File: src/rtl/transi_sequencer_pkg.sv
// -----------------------------------------------------------------------------
// transi_sequencer_pkg
//   Shared definitions for the transition-frame sequencer:
//   - FSM state encoding (kept as plain 2-bit constants so existing
//     decoders and debug probes that expect these codes keep working)
//   - channel-offset helper for slicing the packed multi-channel data bus
// -----------------------------------------------------------------------------
package transi_sequencer_pkg;

  localparam int TRANSISEQ_STATEWIDTH = 2;

  localparam logic [TRANSISEQ_STATEWIDTH-1:0] TRANSISEQ_IDLE = 2'b00;
  localparam logic [TRANSISEQ_STATEWIDTH-1:0] TRANSISEQ_PLAY = 2'b01;
  localparam logic [TRANSISEQ_STATEWIDTH-1:0] TRANSISEQ_DONE = 2'b10;

  // Bit offset of channel 'chan' in a packed bus of 'dataWidth'-bit channels.
  function automatic int chanOffset(input int chan, input int dataWidth);
    return chan * dataWidth;
  endfunction

endpackage

File: src/rtl/transi_mux_reg.sv
// -----------------------------------------------------------------------------
// transi_mux_reg
//   Parametrised NCH:1 registered multiplexer.
//   Ports:
//     clk      in   rising-edge clock
//     rst_n    in   asynchronous active-low reset (output clears to 0)
//     sel      in   SELWIDTH  channel index to register this cycle
//     dataIn   in   NCH*DATAWIDTH  packed channels, channel k at [k*DATAWIDTH +: DATAWIDTH]
//     dataOut  out  DATAWIDTH  registered selected channel
// -----------------------------------------------------------------------------
module transi_mux_reg
  import transi_sequencer_pkg::*;
#(
  parameter int DATAWIDTH = 8,
  parameter int NCH       = 4,
  parameter int SELWIDTH  = 2
) (
  input  logic                     clk,
  input  logic                     rst_n,
  input  logic [SELWIDTH-1:0]      sel,
  input  logic [NCH*DATAWIDTH-1:0] dataIn,
  output logic [DATAWIDTH-1:0]     dataOut
);

  logic [DATAWIDTH-1:0] picked;

  // Compare against every legal channel instead of indexing with sel directly,
  // so a non-power-of-two NCH never reads past the end of the bus.
  always_comb begin
    // NOTE: default assignment first so every path drives 'picked' -- no latch.
    picked = '0;
    for (int k = 0; k < NCH; k++) begin
      if (sel == SELWIDTH'(k)) begin
        picked = dataIn[chanOffset(k, DATAWIDTH) +: DATAWIDTH];
      end
    end
  end

  // NOTE: sequential state uses non-blocking assignments only.
  always_ff @(posedge clk or negedge rst_n) begin
    if (!rst_n) begin
      dataOut <= '0;
    end else begin
      dataOut <= picked;
    end
  end

endmodule

File: src/rtl/transi_sequencer.sv
// -----------------------------------------------------------------------------
// transi_sequencer
//   N-channel transition-frame sequencer. Channel 0 is the idle pattern;
//   channels 1..NCH-1 are played in order on a start request, each held for a
//   programmable number of timebase ticks, then the block returns to idle
//   (one-cycle done pulse) or loops back to channel 1.
//   Ports:
//     CC_TRANSISEQ_CLOCK_50       in   system clock
//     CC_TRANSISEQ_RESET_InLow    in   asynchronous active-low reset
//     CC_TRANSISEQ_start_InLow    in   start request, active low, level-sampled
//     CC_TRANSISEQ_abort_InLow    in   abort request, active low, highest priority
//     CC_TRANSISEQ_loop_In        in   1 = restart at channel 1 after last frame
//     CC_TRANSISEQ_tick_In        in   single-cycle timebase enable
//     CC_TRANSISEQ_hold_InBUS     in   ticks per frame (0 treated as 1)
//     CC_TRANSISEQ_data_InBUS     in   packed channels
//     CC_TRANSISEQ_data_OutBUS    out  registered selected channel
//     CC_TRANSISEQ_select_OutBUS  out  currently selected channel index
//     CC_TRANSISEQ_busy_Out       out  high while playing
//     CC_TRANSISEQ_done_Out       out  one-cycle pulse at normal sequence end
// -----------------------------------------------------------------------------
module transi_sequencer
  import transi_sequencer_pkg::*;
#(
  parameter int TRANSISEQ_DATAWIDTH = 8,
  parameter int TRANSISEQ_NCH       = 4,
  parameter int TRANSISEQ_SELWIDTH  = 2,
  parameter int TRANSISEQ_HOLDWIDTH = 8
) (
  input  logic                                         CC_TRANSISEQ_CLOCK_50,
  input  logic                                         CC_TRANSISEQ_RESET_InLow,
  input  logic                                         CC_TRANSISEQ_start_InLow,
  input  logic                                         CC_TRANSISEQ_abort_InLow,
  input  logic                                         CC_TRANSISEQ_loop_In,
  input  logic                                         CC_TRANSISEQ_tick_In,
  input  logic [TRANSISEQ_HOLDWIDTH-1:0]               CC_TRANSISEQ_hold_InBUS,
  input  logic [TRANSISEQ_NCH*TRANSISEQ_DATAWIDTH-1:0] CC_TRANSISEQ_data_InBUS,
  output logic [TRANSISEQ_DATAWIDTH-1:0]               CC_TRANSISEQ_data_OutBUS,
  output logic [TRANSISEQ_SELWIDTH-1:0]                CC_TRANSISEQ_select_OutBUS,
  output logic                                         CC_TRANSISEQ_busy_Out,
  output logic                                         CC_TRANSISEQ_done_Out
);

  localparam logic [TRANSISEQ_SELWIDTH-1:0]  LAST_CH  = TRANSISEQ_SELWIDTH'(TRANSISEQ_NCH - 1);
  localparam logic [TRANSISEQ_SELWIDTH-1:0]  FIRST_CH = TRANSISEQ_SELWIDTH'(1);
  localparam logic [TRANSISEQ_HOLDWIDTH-1:0] ONE_HOLD = TRANSISEQ_HOLDWIDTH'(1);

  logic [TRANSISEQ_STATEWIDTH-1:0] state, stateNext;
  logic [TRANSISEQ_SELWIDTH-1:0]   selReg, selNext;
  logic [TRANSISEQ_HOLDWIDTH-1:0]  counter, counterNext;
  logic [TRANSISEQ_HOLDWIDTH-1:0]  latchedHold, latchedHoldNext;
  logic                            busyNext, doneNext;

  logic startReq, abortReq, frameEnd;

  assign startReq = !CC_TRANSISEQ_start_InLow;
  assign abortReq = !CC_TRANSISEQ_abort_InLow;
  // Last tick of the current frame. latchedHold is never 0 while playing,
  // so the subtraction cannot wrap.
  assign frameEnd = CC_TRANSISEQ_tick_In && (counter == latchedHold - ONE_HOLD);

  always_comb begin
    stateNext       = state;
    selNext         = selReg;
    counterNext     = counter;
    latchedHoldNext = latchedHold;
    busyNext        = 1'b0;
    doneNext        = 1'b0;

    if (abortReq) begin
      stateNext   = TRANSISEQ_IDLE;
      selNext     = '0;
      counterNext = '0;
    end else begin
      case (state)
        TRANSISEQ_IDLE: begin
          selNext = '0;
          if (startReq) begin
            stateNext       = TRANSISEQ_PLAY;
            selNext         = FIRST_CH;
            counterNext     = '0;
            busyNext        = 1'b1;
            latchedHoldNext = (CC_TRANSISEQ_hold_InBUS == '0) ? ONE_HOLD
                                                              : CC_TRANSISEQ_hold_InBUS;
          end
        end

        TRANSISEQ_PLAY: begin
          busyNext = 1'b1;
          if (frameEnd) begin
            counterNext = '0;
            if (selReg < LAST_CH) begin
              selNext = selReg + FIRST_CH;
            end else if (CC_TRANSISEQ_loop_In) begin
              selNext = FIRST_CH;
            end else begin
              stateNext = TRANSISEQ_DONE;
              selNext   = '0;
              busyNext  = 1'b0;
              doneNext  = 1'b1;
            end
          end else if (CC_TRANSISEQ_tick_In) begin
            counterNext = counter + ONE_HOLD;
          end
        end

        // DONE is a single-cycle marker; start is not looked at here, so a
        // held-low start relaunches only after passing through IDLE.
        TRANSISEQ_DONE: begin
          stateNext = TRANSISEQ_IDLE;
          selNext   = '0;
        end

        default: begin
          stateNext   = TRANSISEQ_IDLE;
          selNext     = '0;
          counterNext = '0;
        end
      endcase
    end
  end

  always_ff @(posedge CC_TRANSISEQ_CLOCK_50 or negedge CC_TRANSISEQ_RESET_InLow) begin
    if (!CC_TRANSISEQ_RESET_InLow) begin
      state                 <= TRANSISEQ_IDLE;
      selReg                <= '0;
      counter               <= '0;
      latchedHold           <= '0;
      CC_TRANSISEQ_busy_Out <= 1'b0;
      CC_TRANSISEQ_done_Out <= 1'b0;
    end else begin
      state                 <= stateNext;
      selReg                <= selNext;
      counter               <= counterNext;
      latchedHold           <= latchedHoldNext;
      CC_TRANSISEQ_busy_Out <= busyNext;
      CC_TRANSISEQ_done_Out <= doneNext;
    end
  end

  assign CC_TRANSISEQ_select_OutBUS = selReg;

  // The mux registers the channel chosen by selNext, so data and select
  // update on the same edge and always stay aligned.
  transi_mux_reg #(
    .DATAWIDTH (TRANSISEQ_DATAWIDTH),
    .NCH       (TRANSISEQ_NCH),
    .SELWIDTH  (TRANSISEQ_SELWIDTH)
  ) u_dataMux (
    .clk     (CC_TRANSISEQ_CLOCK_50),
    .rst_n   (CC_TRANSISEQ_RESET_InLow),
    .sel     (selNext),
    .dataIn  (CC_TRANSISEQ_data_InBUS),
    .dataOut (CC_TRANSISEQ_data_OutBUS)
  );

endmodule

File: config.mk
export PLATFORM = sky130hd
export DESIGN_NAME = transi_sequencer
export DESIGN_NICKNAME = d
export VERILOG_FILES = /design/src/rtl/transi_sequencer_pkg.sv /design/src/rtl/transi_mux_reg.sv /design/src/rtl/transi_sequencer.sv
export SDC_FILE = /design/constraint.sdc
export NUM_CORES = 1
export LEC_CHECK = 0
export ABC_CLOCK_PERIOD_IN_PS = 6200
export BUFFER_PORTS_ARGS = -buffer_cell sky130_fd_sc_hd__buf_2
export CORE_AREA = 10 10 72 80
export CTS_BUF_LIST = sky130_fd_sc_hd__clkbuf_4
export DETAILED_ROUTE_END_ITERATION = 10
export DIE_AREA = 0 0 82 90
export PLACE_DENSITY = 0.76
export SYNTH_ARGS = -nofsm -noshare
export SYNTH_HDL_FRONTEND = slang
export SYNTH_SLANG_ARGS = --single-unit
File: constraint.sdc
create_clock -name CC_TRANSISEQ_CLOCK_50 -period 6.2 [get_ports CC_TRANSISEQ_CLOCK_50]
set_clock_uncertainty 0.1 [all_clocks]
set_input_delay 0.62 -clock CC_TRANSISEQ_CLOCK_50 [delete_from_list [all_inputs] [get_ports CC_TRANSISEQ_CLOCK_50]]
set_output_delay 0.62 -clock CC_TRANSISEQ_CLOCK_50 [all_outputs]
set_load 0.01 [all_outputs]
==> results.tsv, run 1 <==
metric	value	unit
syn_nets	269	
fp.dieH	90	µm
postCtsHoldBufs	0	
cts_htree_levels	2	
nets	322	
r2r_end	u_dataMux.dataOut[0]$_DFF_PN0_	
tightest_slew	1.13	ns
startpoint	latchedHold[0]$_DFFE_PN0P_	
ioPinCount	58	
wire_per_inst	15.5	µm
synth_top_cell_by_area	dfrtp_1	
start_util	48.5	%
synth_edf_count	0	
finalSetupTns	0	ns
cts.clk_slew.worst_paths	0.10	ns
total_power	469	µW
synth_ff_type	dfrtp_1	
synth.distinct_cells	44	
reg2reg_depth	10	
start_kind	flip-flop	
p_switching	146	µW
p_int	323	µW
yosys-top-cells-count	dfrtp_1 (30), nor2_1 (22), nand2_1 (21)	
relSlewSlack	23.3	%
clockBufferDepth	2	
syn_inst	220	
rsz0062_at_grt	false	
cts_setup_buffers	0	
area_delta_synth_final	18.0	%
grt_util_all_layers	14.6	%
coreArea	4190	µm²
regToRegSetupSlack	2.56	ns
num_rows	25	
ir_drop	0.0780	mV
first_pass_iters	4	
status	finished clean	
vias_per_cell	5.67	
ys_seq_area_share	36.9	%
grt_pass1_wl	8790	µm
cp-end-kind	flip-flop	
synthTopCellsByArea	dfrtp_1 (37%), a221oi_2 (6.6%), and3_1 (5.8%)	
die-width	82	µm
portBuffers	57	
antenna_found_initial	0	
switching_share	31.2	%
layout-drive-gt1-share	33.9	%
dp_hpwl	3870	µm
post_synth.cell_area_avg	9.24	µm²
power.share.combinational	26.5	%
synth_most_common_cell	dfrtp_1	
slew_viol_final	0	
ant_nets	0	
yosysWarnings	0	
async_flop_share	100	%
numClockSinks	30	
grt_pass1_vias	1907	
root_buffer	clkbuf_4	
cp.arrival	3.81	ns
hold_viol	0	
diodes	0	
clk_latency	0.34	ns
criticalPathCategory	reg -> reg	
die-area	7380	µm²
remaining_drc_errors	0	
reg2reg_from	latchedHold[0]$_DFFE_PN0P_	
crit_end	u_dataMux.dataOut[0]$_DFF_PN0_	
synth_top_area_share	36.9	%
cp.required	6.36	ns
clock.fmax	0.275	GHz
setup_viol	0	
drtIter0Drc	56	
fin_crit	3.64	ns
vias	1859	
min_path_type	in -> async	
grt_overflow	0	
syn_area	2030	µm²
seq_power_share	49.4	%
cts_tree	done	
cp_max_fo	40	
cts_resized	0	
wirelength	5070	µm
ys_seq_elements	30	
max_cap_viol_count	0	
grt_max_degree	41	
cts_buffers	5	
leakagePower	1.19	nW
clkPwrFrac	24.1	%
gp_congestion	0.846	
p_per_area	196	nW/µm²
fin_crit_sh	58.8	%
cell usage in the layout, fill, tap and decap left out, types with 4 or more instances in the layout:
cell / n
nor3_1: 5
xnor2_1: 6
nand2b_1: 4
mux2i_1: 8
a221oi_1: 8
or3_1: 4
xor2_1: 4
nand3_1: 5
nor2_1: 22
a221oi_2: 9
o21ai_0: 6
nand2_1: 21
o21ai_1: 9
mux2_2: 6
clkbuf_4: 6
dfrtp_1: 30
buf_2: 57
inv_1: 5
and3_1: 19
area by class of cell:
class	instances	area, µm²
inverter	7	26.3
fill	398	1790
sequential	30	751
timing repair buffer	60	308
clock inverter	2	8.76
tap	54	67.6
multi-input combinational	169	1190
clock buffer	6	45.0
how the worst min path moves through the flow:
stage          slack [ns]  cells past startpoint                       start                                      end
4_1_cts              0.23                      1    CC_TRANSISEQ_RESET_InLow           u_dataMux.dataOut[2]$_DFF_PN0_
2_1_floorplan        0.22                      0    CC_TRANSISEQ_RESET_InLow          CC_TRANSISEQ_busy_Out$_DFF_PN0_
6_report             0.21                      1    CC_TRANSISEQ_RESET_InLow  CC_TRANSISEQ_select_OutBUS[0]$_DFF_PN0_
3_5_place_dp         0.43                      1  latchedHold[7]$_DFFE_PN0P_               latchedHold[7]$_DFFE_PN0P_
5_1_grt              0.25                      1    CC_TRANSISEQ_RESET_InLow               latchedHold[2]$_DFFE_PN0P_
3_3_place_gp         0.42                      1  latchedHold[7]$_DFFE_PN0P_               latchedHold[7]$_DFFE_PN0P_
critical path, stage by stage, from the launching register on:
cell	delay, ns
dfrtp_1	0.40
inv_1	0.07
ha_1	0.26
o21ba_1	0.20
a221oi_1	0.28
a41oi_1	0.14
and4b_1	0.31
buf_4	0.39
mux2i_2	0.99
a221oi_1	0.23
mux2i_1	0.19
kinds of logic (layout without fill, tap and decap cells):
logic type,after synthesis,in the layout,share of synthesized area (%)
xor+xnor,11,11,5.11
buf+inv,21,75,4.92
fa+ha+maj,3,3,1.85
flops,30,30,36.9
mux,15,15,7.94
simple gates,100,100,26.3
compound gates,40,40,17.0
state kept, by name (all words and copies together), names as in the netlist:
| register | cells |
|---|---|
| CC_TRANSISEQ_busy_Out | 1 |
| CC_TRANSISEQ_done_Out | 1 |
| CC_TRANSISEQ_select_OutBUS | 2 |
| counter | 8 |
| latchedHold | 8 |
| state | 2 |
| u_dataMux.dataOut | 8 |
routing by layer:
layer	GRT usage (%)	share of wire, %
met3	4.88	9.8
met1	18.1	42
met2	22.1	46
met4	6.11	2.0
met5	0	0
power groups by stage:
| stage | logic, mW | registers (mW) | clock network, mW |
|---|---|---|---|
| after floorplan | 0.0802 | 0.235 | 0 |
| after global placement | 0.123 | 0.235 | 0 |
| after detailed placement | 0.126 | 0.236 | 0 |
| after CTS | 0.126 | 0.232 | 0.117 |
| after global routing | 0.140 | 0.235 | 0.126 |
| final | 0.125 | 0.232 | 0.113 |
through the flow:
stage	hold WS (ns)	utilization, %	std cells	setup WS, ns	area, µm²
2_1_floorplan	0.224	-	220	3.52	2030
3_5_place_dp	0.426	56.0	320	2.51	2350
6_report	0.213	57.3	328	2.56	2400
5_1_grt	0.254	57.3	328	2.10	2400
3_3_place_gp	0.422	56.0	320	2.62	2350
4_1_cts	0.229	57.3	328	2.52	2400
(Power assumes the default switching activity.)
==> inputs of run 2 (changes only) <==
Settings changed: ABC_CLOCK_PERIOD_IN_PS 6200 to 3200, CORE_AREA 10 10 72 80 to 10 10 73 81, DIE_AREA 0 0 82 90 to 0 0 83 91, PLACE_DENSITY 0.76 to 0.77.
Clock period 6.2 ns to 3.2 ns, I/O delays scaled along.
==> run 2 against run 1 <==
Net effect: worst hold slack got worse by 0.12 ns; power increased by 90%; clock power grew 73%; sequential power grew 94%; sequential cell count unchanged.
==> results.tsv, run 2 (synthesized netlist as in run 1, its figures left out) <==
metric	value	unit	change
crit_end	u_dataMux.dataOut[4]$_DFF_PN0_		
fin_crit_sh	92.9	%	+34 points
clk_latency	0.34	ns	about the same
grt_overflow	0		unchanged
slew_viol_final	0		unchanged
cp-end-kind	flip-flop		
fin_crit	2.97	ns	-0.671 ns
status	finished clean		
drtIter0Drc	64		+14%
reg2reg_depth	10		unchanged
reg2reg_from	latchedHold[0]$_DFFE_PN0P_		
dp.cells	323		+0.94%
hold_viol	0		unchanged
layout-drive-gt1-share	34.4	%	+0.48 points
min_path_type	in -> reg		
criticalPathCategory	reg -> reg		
grt_max_degree	34		-17%
cp.arrival	3.13	ns	-0.68 ns
finalSetupTns	0	ns	unchanged
grt_pass1_vias	1842		-3.4%
final_cell_mix	buf_2 (57), dfrtp_1 (30), nor2_1 (22), nand2_1 (21), and3_1 (19)		
rsz0062_at_grt	false		
total_power	892	µW	+90%
fp.dieH	91	µm	+1.1%
max_cap_viol_count	0		unchanged
dp_hpwl	3850	µm	-0.70%
die-width	83	µm	+1.2%
cp.required	3.36	ns	-3.00 ns
vias	1840		-1.0%
first_pass_iters	4		unchanged
nets	326		+1.2%
ant_nets	0		unchanged
ir_drop	0.130	mV	+67%
wire_per_inst	15.0	µm	-3.1%
coreArea	4250	µm²	+1.5%
top_regs	counter (8), latchedHold (8), u_dataMux.dataOut (8)		
tightest_slew	0.655	ns	-0.473 ns
vias_per_cell	5.58		-1.6%
antenna_found_initial	0		unchanged
mostFrequentLayoutCell	buf_2		
portBuffers	57		unchanged
cp_max_fo	17		-57%
stdcell_count	330		+0.61%
diodes	0		unchanged
numClockSinks	30		unchanged
start_util	47.8	%	-0.71 points
leakagePower	1.20	nW	+1.1%
cts_setup_buffers	0		unchanged
cts_htree_levels	2		unchanged
relSlewSlack	56.3	%	+33 points
remaining_drc_errors	0		unchanged
ioPinCount	58		unchanged
gp_congestion	0.865		+2.2%
cts_buffers	5		unchanged
regToRegSetupSlack	0.23	ns	-2.33 ns
setup_viol	0		unchanged
grt_pass1_wl	8390	µm	-4.6%
p_per_area	366	nW/µm²	+87%
root_buffer	clkbuf_4		
num_rows	25		unchanged
clockBufferDepth	2		unchanged
die-area	7550	µm²	+2.3%
cts_tree	done		
startpoint	latchedHold[0]$_DFFE_PN0P_		
clock.fmax	0.336	GHz	+23%
wirelength	4940	µm	-2.5%
r2r_end	u_dataMux.dataOut[4]$_DFF_PN0_		
start_kind	flip-flop		
area_delta_synth_final	20.0	%	
holdWs	0.0968	ns	-0.116 ns
hp-start	CC_TRANSISEQ_hold_InBUS[1]		
grt_util_all_layers	13.1	%	-1.5 points
cts.clk_slew.worst_paths	0.09	ns	about the same
## run 2: repair_timing
| item | in CTS | in global routing |
|---|---|---|
| gates resized for setup | 0 | 1 |
| hold endpoints to repair | 30 | 0 |
| endpoints found under the setup margin | 0 | 3 |
| hold buffers | 1 | 0 |
## run 2: power breakdown
part           leakage [nW]  switching [mW]  total, mW  internal (mW)
clock                0.0246           0.120      0.195         0.0747
combinational         0.799           0.124      0.247          0.124
sequential            0.380          0.0343      0.450          0.416
total                  1.20           0.278      0.892          0.614
## run 2: final cells by class
class,instances,area [µm²]
fillers,391,1810
clock buffers,5,37.5
inverters,7,26.3
well taps,54,67.6
clock inverters,1,3.75
repair buffers,64,353
flip-flops and latches,30,751
multi-input cells,169,1200
## run 2: how the worst min path moves through the flow
stage	endpoint	slack (ns)	cells after the start
finish	latchedHold[1]$_DFFE_PN0P_	0.1	3
global route	latchedHold[1]$_DFFE_PN0P_	0.10	3
CTS	latchedHold[1]$_DFFE_PN0P_	0.08	3
detailed placement	latchedHold[6]$_DFFE_PN0P_	0.30	1
global placement	latchedHold[6]$_DFFE_PN0P_	0.29	1
floorplan	CC_TRANSISEQ_busy_Out$_DFF_PN0_	-0.08	0
## run 2: worst max-delay path, stage by stage, from the launching register on
cell,delay [ns]
dfrtp_1,0.41
inv_1,0.07
ha_1,0.27
o21ba_1,0.21
a221oi_1,0.33
a41oi_2,0.12
and4b_1,0.56
mux2i_2,0.25
buf_4,0.28
a221oi_1,0.13
mux2i_1,0.16
## run 2: through the flow
stage | setup WS (ns) | util (%) | area, µm²
6_report | 0.228 | 57.4 | 2440
3_3_place_gp | 0.328 | 56.0 | 2380
2_1_floorplan | 0.522 | - | 2030
4_1_cts | 0.211 | 57.2 | 2430
5_1_grt | 0.0137 | 57.4 | 2440
3_5_place_dp | 0.252 | 56.0 | 2380
## run 2: layer usage
| metal | track usage [%] | up-vias | wire (µm) |
|---|---|---|---|
| met2 | 19.8 | 74 | 2190 |
| met1 | 15.9 | 839 | 2270 |
| li1 | - | 917 | - |
| met3 | 4.74 | 10 | 379 |
| met5 | 0 | - | 0 |
| met4 | 6.68 | 0 | 102 |
